[config.mk]
export PLATFORM = sky130hd
export DESIGN_NAME = instr_fetch_unit
export DESIGN_NICKNAME = d
export VERILOG_FILES = /design/src/rtl/instr_fetch_unit.sv
export SDC_FILE = /design/constraint.sdc
export NUM_CORES = 2
export LEC_CHECK = 0
export CAP_MARGIN = 20
export CORE_ASPECT_RATIO = 1.1
export CORE_UTILIZATION = 28
export DETAILED_ROUTE_END_ITERATION = 16
export GPL_TIMING_DRIVEN = 0
export MAX_ROUTING_LAYER = met4
export PLACE_DENSITY = 0.52
export SKIP_CTS_REPAIR_TIMING = 1
export SYNTH_ARGS = -nofsm -noshare
export SYNTH_HDL_FRONTEND = slang
export SYNTH_SLANG_ARGS = --single-unit
[constraint.sdc]
create_clock -name Clk -period 3.2 [get_ports Clk]
set_input_delay 0.8 -clock Clk [delete_from_list [all_inputs] [get_ports Clk]]
set_output_delay 0.8 -clock Clk [all_outputs]
set_load 0.02 [all_outputs]
[src/rtl/instr_fetch_unit.sv]
// Instruction fetch unit: program RAM, PC and IR, filled through a streaming load port.
// Optional build macro FETCH_BOUNDS_EN: HALT word on out-of-program fetch plus sticky FetchFault.
module instr_fetch_unit #(
    parameter int ADDR_W = 7,
    parameter int DEPTH  = 2**ADDR_W
) (
    input  logic              Clk,
    input  logic              Rst,
    input  logic              PCClr,
    input  logic              PCUp,
    input  logic              IRLd,
    input  logic              LdStart,
    input  logic              LdValid,
    input  logic [15:0]       LdData,
    input  logic              LdLast,
    output logic              LdReady,
    output logic [15:0]       Instruction,
    output logic [ADDR_W-1:0] PCOut,
    output logic              Running,
    output logic              FetchFault
);

    typedef enum logic [1:0] {EMPTY, LOADING, LOADED} state_t;

`ifdef FETCH_BOUNDS_EN
    localparam logic [15:0] OOP_WORD = 16'h5000;
`else
    localparam logic [15:0] OOP_WORD = 16'h0000;
`endif

    state_t            state, state_next;
    logic [ADDR_W-1:0] pc, wptr;
    logic [ADDR_W:0]   ld_len;
    logic [15:0]       ir;
    logic [15:0]       ram [DEPTH];
    logic              accept, last_word, in_program;
    logic [15:0]       fetch_word;

    // LdStart wins over a same-cycle LdValid, so the word is dropped.
    assign accept     = (state == LOADING) && LdValid && !LdStart;
    assign last_word  = LdLast || (wptr == ADDR_W'(DEPTH - 1));
    assign in_program = {1'b0, pc} < ld_len;
    assign fetch_word = in_program ? ram[pc] : OOP_WORD;

    always_ff @(posedge Clk or negedge Rst) begin
        if (!Rst) state <= EMPTY;
        else      state <= state_next;
    end

    always_comb begin
        state_next = state;
        case (state)
            EMPTY:   if (LdStart) state_next = LOADING;
            LOADING: if (accept && last_word) state_next = LOADED;
            LOADED:  if (LdStart) state_next = LOADING;
            default: state_next = EMPTY;
        endcase
    end

    always_ff @(posedge Clk or negedge Rst) begin
        if (!Rst) begin
            pc     <= '0;
            ir     <= '0;
            wptr   <= '0;
            ld_len <= '0;
        end else begin
            case (state)
                EMPTY: begin
                    if (LdStart) begin
                        wptr   <= '0;
                        ld_len <= '0;
                    end
                end
                LOADING: begin
                    if (LdStart) begin
                        wptr   <= '0;
                        ld_len <= '0;
                    end else if (LdValid) begin
                        wptr   <= wptr + 1'b1;
                        ld_len <= {1'b0, wptr} + 1'b1;
                        if (last_word) begin
                            pc <= '0;
                            ir <= '0;
                        end
                    end
                end
                LOADED: begin
                    if (LdStart) begin
                        wptr   <= '0;
                        ld_len <= '0;
                        pc     <= '0;
                        ir     <= '0;
                    end else begin
                        if (IRLd)       ir <= fetch_word;
                        if (PCClr)      pc <= '0;
                        else if (PCUp)  pc <= pc + 1'b1;
                    end
                end
                default: ;
            endcase
        end
    end

    // RAM is deliberately not reset so a program survives Rst.
    always_ff @(posedge Clk) begin
        if (accept) ram[wptr] <= LdData;
    end

`ifdef FETCH_BOUNDS_EN
    logic fault;

    always_ff @(posedge Clk or negedge Rst) begin
        if (!Rst) begin
            fault <= 1'b0;
        end else if (state == LOADED) begin
            if (LdStart)                 fault <= 1'b0;
            else if (IRLd && !in_program) fault <= 1'b1;
        end
    end

    assign FetchFault = fault;
`else
    assign FetchFault = 1'b0;
`endif

    assign LdReady     = (state == LOADING);
    assign Running     = (state == LOADED);
    assign Instruction = ir;
    assign PCOut       = pc;

endmodule

# == After elaboration in Yosys (flattened, before gate mapping) ==
# Memories as Yosys holds them, arrays and structs flattened.
# Cells that the tools add are included.
# word_totals
reg_bits,40
ram_bits,2048
input_bits,24
out_inout_bits,26
elab_cells,61
mem_count,1
# op_classes
add_sub_neg,3
magnitude_cmp,1
n_eq_ne,11
mux,27
n_reduce_logical,13
# memory_table
name,depth,word_bits,rd,rd_ports_with_merged_regs,write_ports,line,text
ram,128,16,1,0,1,35,logic [15:0] ram [DEPTH];
# op_table
operator,count
$mux 16,6
$mux 7,9
$pmux 16 s2,1
$pmux 7 s2,2
$mux 8,3
$pmux 8 s2,1
$add 7x1->7 const B,2
$reduce_and 5->1,2
$add 7x1->8 const B,1
$lt 7x8->1,1
$eq 7x7->1 const B,1
$ne 2x1->1 const B,3
$ne 3x3->1 const B,2
$mux 2,2
$ne 2x2->1 const B,2
$ne 4x4->1 const B,1
$pmux 2 s2,1
$reduce_bool 2->1,2
$logic_and 1x1->1,3
$reduce_and 3->1,1
$eq 2x1->1 const B,1
$eq 2x2->1 const B,1
$logic_not 2->1,1
$mux 1,2
other kinds (4),4

# == Depth between registers and ports, before layout ==
# logic_depth
ltp_word,6
depth_mapped,12
mapped_depth_nobuf,8

# == Least setup slack after synthesis ==
# Ideal clock, no wire load.
# synth_timing
kind,input to register
startpoint,in LdValid
endpoint,"mem ram[61][0], enable pin"
setup_time_ns,0.389
arrival_time_ns,2.744
required_time_ns,2.811
setup_slack_ns,0.067
stages,7
path_buffers,1
path_cell_list,a21oi_1 -> a21o_1 -> or2_2 -> nor2_1 -> nand3_1 -> clkbuf_1 -> nor2_1
# synth_via
elab_chain_cells,4
# synth_rtl
item,line,text
"start, declared",13,"input logic LdValid,"
$logic_and 1x1->1 (2 in series),40,assign accept = (state == LOADING) && LdValid && !LdStart;
$mux 1,106,if (accept) ram[wptr] <= LdData;
$mux 1 (implied by the code),106,
"end, declared",35,
# Every way passes these cells.

==> run summary <==
The core region area is 0.287 mm^2. After detailed placement, the total cell area comes to ~0.09 mm^2. The endpoint arrival time on the critical path is 3880 ps. The number of synthesized register bits is 2,081.

The critical path is of the flip-flop to flip-flop type. When the netlist entered floorplanning its net count stood at between 3,000 and 4,000. For this design the ratio of total power to cell area is approximately 570 mW/mm^2. The pin count of the biggest net entering global routing came out at 93. The beginning of the worst hold path is LdData[6].

The average wire length per cell after detail routing is 36.9 um. The number of optimization iterations in the first detailed-route pass is 6. The clock network burns ~45% of the power.

The tightest hold path in the finished design has a slack of 257 ps. Of the available clock period, the critical path in the final layout requires 104%. The reg-to-reg setup timing slack is -120 ps. The wire length of the first global-routing pass is 405 mm.

IR analysis of the VDD net gives a maximum drop of 0.640 mV. The maximum clock frequency came out at between 300 and 400 MHz. Routability-driven placement finished with a final weighted congestion of 0.989. The DRC violation count after routing came out at 0. Clock latency on the worst-skew pair, taken at its later pin, is 880 ps. For this configuration, the core starts out at a cell density of 28.2%. The y dimension of the die is 565 um. Summing over every cut layer, the via total after detailed routing is ~45,000. The design internal power is between 40 and 50 mW. STA classifies the critical path startpoint as a flip-flop.

In the detailed route, the total length drawn on met3 is between 30 and 40 mm. The violation count after the first detailed-route iteration came out at 6,862. The biggest area contributor in the post-synthesis netlist is edfxtp_1. The share of cells above drive strength 1 came out at 32.1%. Pin placement for this block handled 50 I/O pins. The number of routed nets with antenna violations is 0. The placed wire-length estimate after detailed placement is 214 mm.

The max-slew violation count came out at 0. The final standard cell area without fillers came out at ~0.1 mm^2. Data on the critical path is required at its endpoint by 3770 ps. STA classifies the critical path endpoint as a flip-flop. For this run, asynchronously set or reset flops after synthesis account for 1.59%. The post-layout net count is 4,435. The average footprint of a synthesized cell came out at 20.9 um^2. The die is slightly above 500 um wide. After the flow finishes, the layout carries non-filler instances totaling 8,444. The final routed wirelength across all metal layers is 311 mm. The number of instances in the placed design came out at 7,927. The most used flip-flop cell after synthesis is edfxtp_1.

The synthesized design contains 2,048 enable-type register cells. The fraction of power spent switching nets came out at 20.9%. Clock tree synthesis selected as its root buffer the cell clkbuf_16. The number of setup violations in the final report is 97. In the synthesized netlist, the number of instances is approximately 3,900. The flow ran to the end, but the final reports show violations. The fraction of the yosys area taken by sequential cells is 77.2%. The worst clock skew is 42.2 ps. The capture instance of the worst register-to-register path is ram[63][12].

The portion of total power attributed to sequential cells came out at 52.9%. Counting cells, the worst reg-to-reg path comes to 5. The sum of negative setup slack is -4000 ps. The path with the worst hold slack has its endpoint at ram[109][6].

In the post-synthesis netlist, the biggest area contributors are edfxtp_1 76%, mux4_2 11%, mux2i_1 3.7%. For this run, the total global-route usage over all layers was measured as 21.6%. The share of total power in combinational logic is ~2.5%.

The startpoint identified for the worst register-to-register timing path is ld_len[6]. The total grt overflow is 0. The max-cap check violation count came out at 0. After floorplanning, the core was divided into 206 placement rows.

In this run the top signal layer used is met4. The number of clock buffers added by TritonCTS is 212. The deepest clock path buffer count came out at 3. Of all nets on the critical path, the largest fanout is 12. The detailed-route vias per instance came out at 5.37. The synthesis warning total is 0.

The checks that failed: setup timing. The CTS sink count came out at 2,081. The detailed-routing wirelength on met1 is roughly 110 mm. The clock tree synthesis step divided the H-tree into 4 levels. The number of different library cells used by synthesis comes to just under 70. The detailed route wirelength on metal2 is 143 mm.

The layout-stage area growth over the synthesis result came out at 23.9%. The initial antenna violation count came to 28. Along the worst hold path, the cell count comes to 1. During placement, the flow inserted port buffers numbering 48. The transition at the pin with the smallest max-transition slack is 1170 ps. The switching power of the nets came out at 11.9 mW. Setup repair after global routing could not meet its margin everywhere. In this run the static leakage power is 30.1 nW. Summed over its instances, the top area cell type makes up 76.2% of the synthesized netlist area. The die covers just under 0.3 mm^2.

The minimum period implied by the final worst setup slack came out at 3320 ps. TritonCTS built the clock tree. The clock transition time at the flip-flop clock pins of the worst setup and hold paths is about 60 ps.

The normalized max-slew margin is 21.9%. The hold violation total from the final report is 0. In the post-route analysis, the smallest setup slack over all paths is -118 ps. The path category of the worst min-delay check is input pin to flip-flop. The number of global-route vias before repair was 43,100.

After synthesis the cells add up to 0.0807 mm^2.
## layer usage
layer / GRT usage, % / vias to the layer above
met1: 26.7 / 24400
met5: - / -
met3: 4.59 / 673
met4: 11.7 / 0
li1: - / 17400
met2: 33.1 / 2954
## cells by family after synthesis
group,after synthesis,share of synthesized area [%]
other,1,0.00464
adders and majority gates,8,0.124
muxes,696,14.6
DFF,2081,77.2
buffers and inverters,244,1.90
and+or+nand+nor,385,2.14
AOI/OAI and AO/OA,442,4.05
## state kept, by name, summed over array words and instances, names as in the netlist
| signal | cells |
|---|---|
| state | 2 |
| wptr | 6 |
| ram | 2048 |
| ld_len | 2 |
| PCOut | 7 |
| Instruction | 16 |
## how the worst max path moves through the flow
stage	start	end	cells past startpoint
6_report	ld_len[6]	ram[63][12]	5
5_1_grt	PCOut[1]	Instruction[0]	9
4_1_cts	PCOut[2]	Instruction[14]	8
3_5_place_dp	PCOut[2]	Instruction[14]	8
3_3_place_gp	LdData[13]	ram[110][13]	1
2_1_floorplan	LdValid	ram[61][0]	7
## placed cells by master (no fill, tap or decap), types with 11 or more instances in the layout
cell type	instances
clkinv_1	53
clkbuf_1	71
mux4_2	383
buf_2	17
o221ai_1	47
o31ai_1	11
nor2_1	20
dfrtp_1	27
edfxtp_1	2048
o22ai_1	24
nand3_1	46
mux2i_1	277
and3_1	12
a22o_1	28
inv_1	13
a211oi_1	21
diode_2	16
buf_4	119
a221oi_1	14
clkdlybuf4s50_1	31
buf_6	51
clkbuf_2	34
a21oi_1	53
nor2_2	59
nor3_1	11
nor2_4	81
mux2_2	17
clkbuf_16	214
o21ai_0	26
a211oi_2	14
clkinv_2	31
a22oi_1	91
mux2i_2	12
bufinv_16	27
buf_8	130
nand2_1	81
buf_12	64
clkbuf_4	19
buf_16	63
## worst max-delay path, cell delays in order (launching register included)
cell      delay, ps
dfrtp_1         360
clkbuf_1        230
nor2_1          620
nand3_1         830
nor2_2          680
buf_8           260
## power by group through the flow
stage               combinational [mW]  sequential (mW)  clock, mW
floorplan                        0.368             30.6          0
global placement                  1.15             30.7          0
detailed placement                1.30             30.6          0
CTS                               1.30             30.0       25.5
global route                      1.46             30.0       26.5
finish                            1.42             30.0       25.3
## Yosys cell counts (5+ instances only)
cell type / n
o211ai_1: 6
nand2_1: 87
a311oi_1: 9
mux4_2: 383
nor4_1: 6
nand2b_1: 5
nand4_1: 5
o221ai_1: 49
nand3_1: 58
a2111oi_0: 6
a211oi_1: 38
and3_1: 12
nor2_1: 160
mux2i_1: 296
o2111ai_1: 7
buf_8: 7
a21oi_1: 63
o31ai_1: 11
nor3_1: 16
buf_4: 17
a22o_1: 28
buf_2: 56
inv_1: 13
o21ai_0: 29
clkbuf_1: 93
nor2b_1: 7
and2_1: 9
a22oi_1: 98
a221oi_1: 25
o22ai_1: 27
dfrtp_1: 33
mux2_2: 17
buf_1: 6
edfxtp_1: 2048
a31oi_1: 6
buf_6: 48
ha_1: 8
## final cells by class
type,count,area (um^2)
Inverter,14,60.1
Sequential cell,2081,62300
Clock buffer,256,5520
Fill cell,26600,187000
Tap cell,3848,4810
Antenna cell,16,40.0
Timing Repair Buffer,336,4750
Buffer,226,2540
Multi-Input combinational cell,1532,18500
Clock inverter,135,1500
## per-stage QoR
step / total power, mW / worst slack [ps] / utilization [%]
global placement: 31.9 / -3090 / 30.0
CTS: 56.8 / -2150 / 33.7
global route: 57.9 / -59.5 / 34.9
finish: 56.7 / -118 / 34.9
detailed placement: 31.9 / -2120 / 31.2
floorplan: 30.9 / 67.2 / -
No activity file was read; power rests on OpenSTA's default activity.
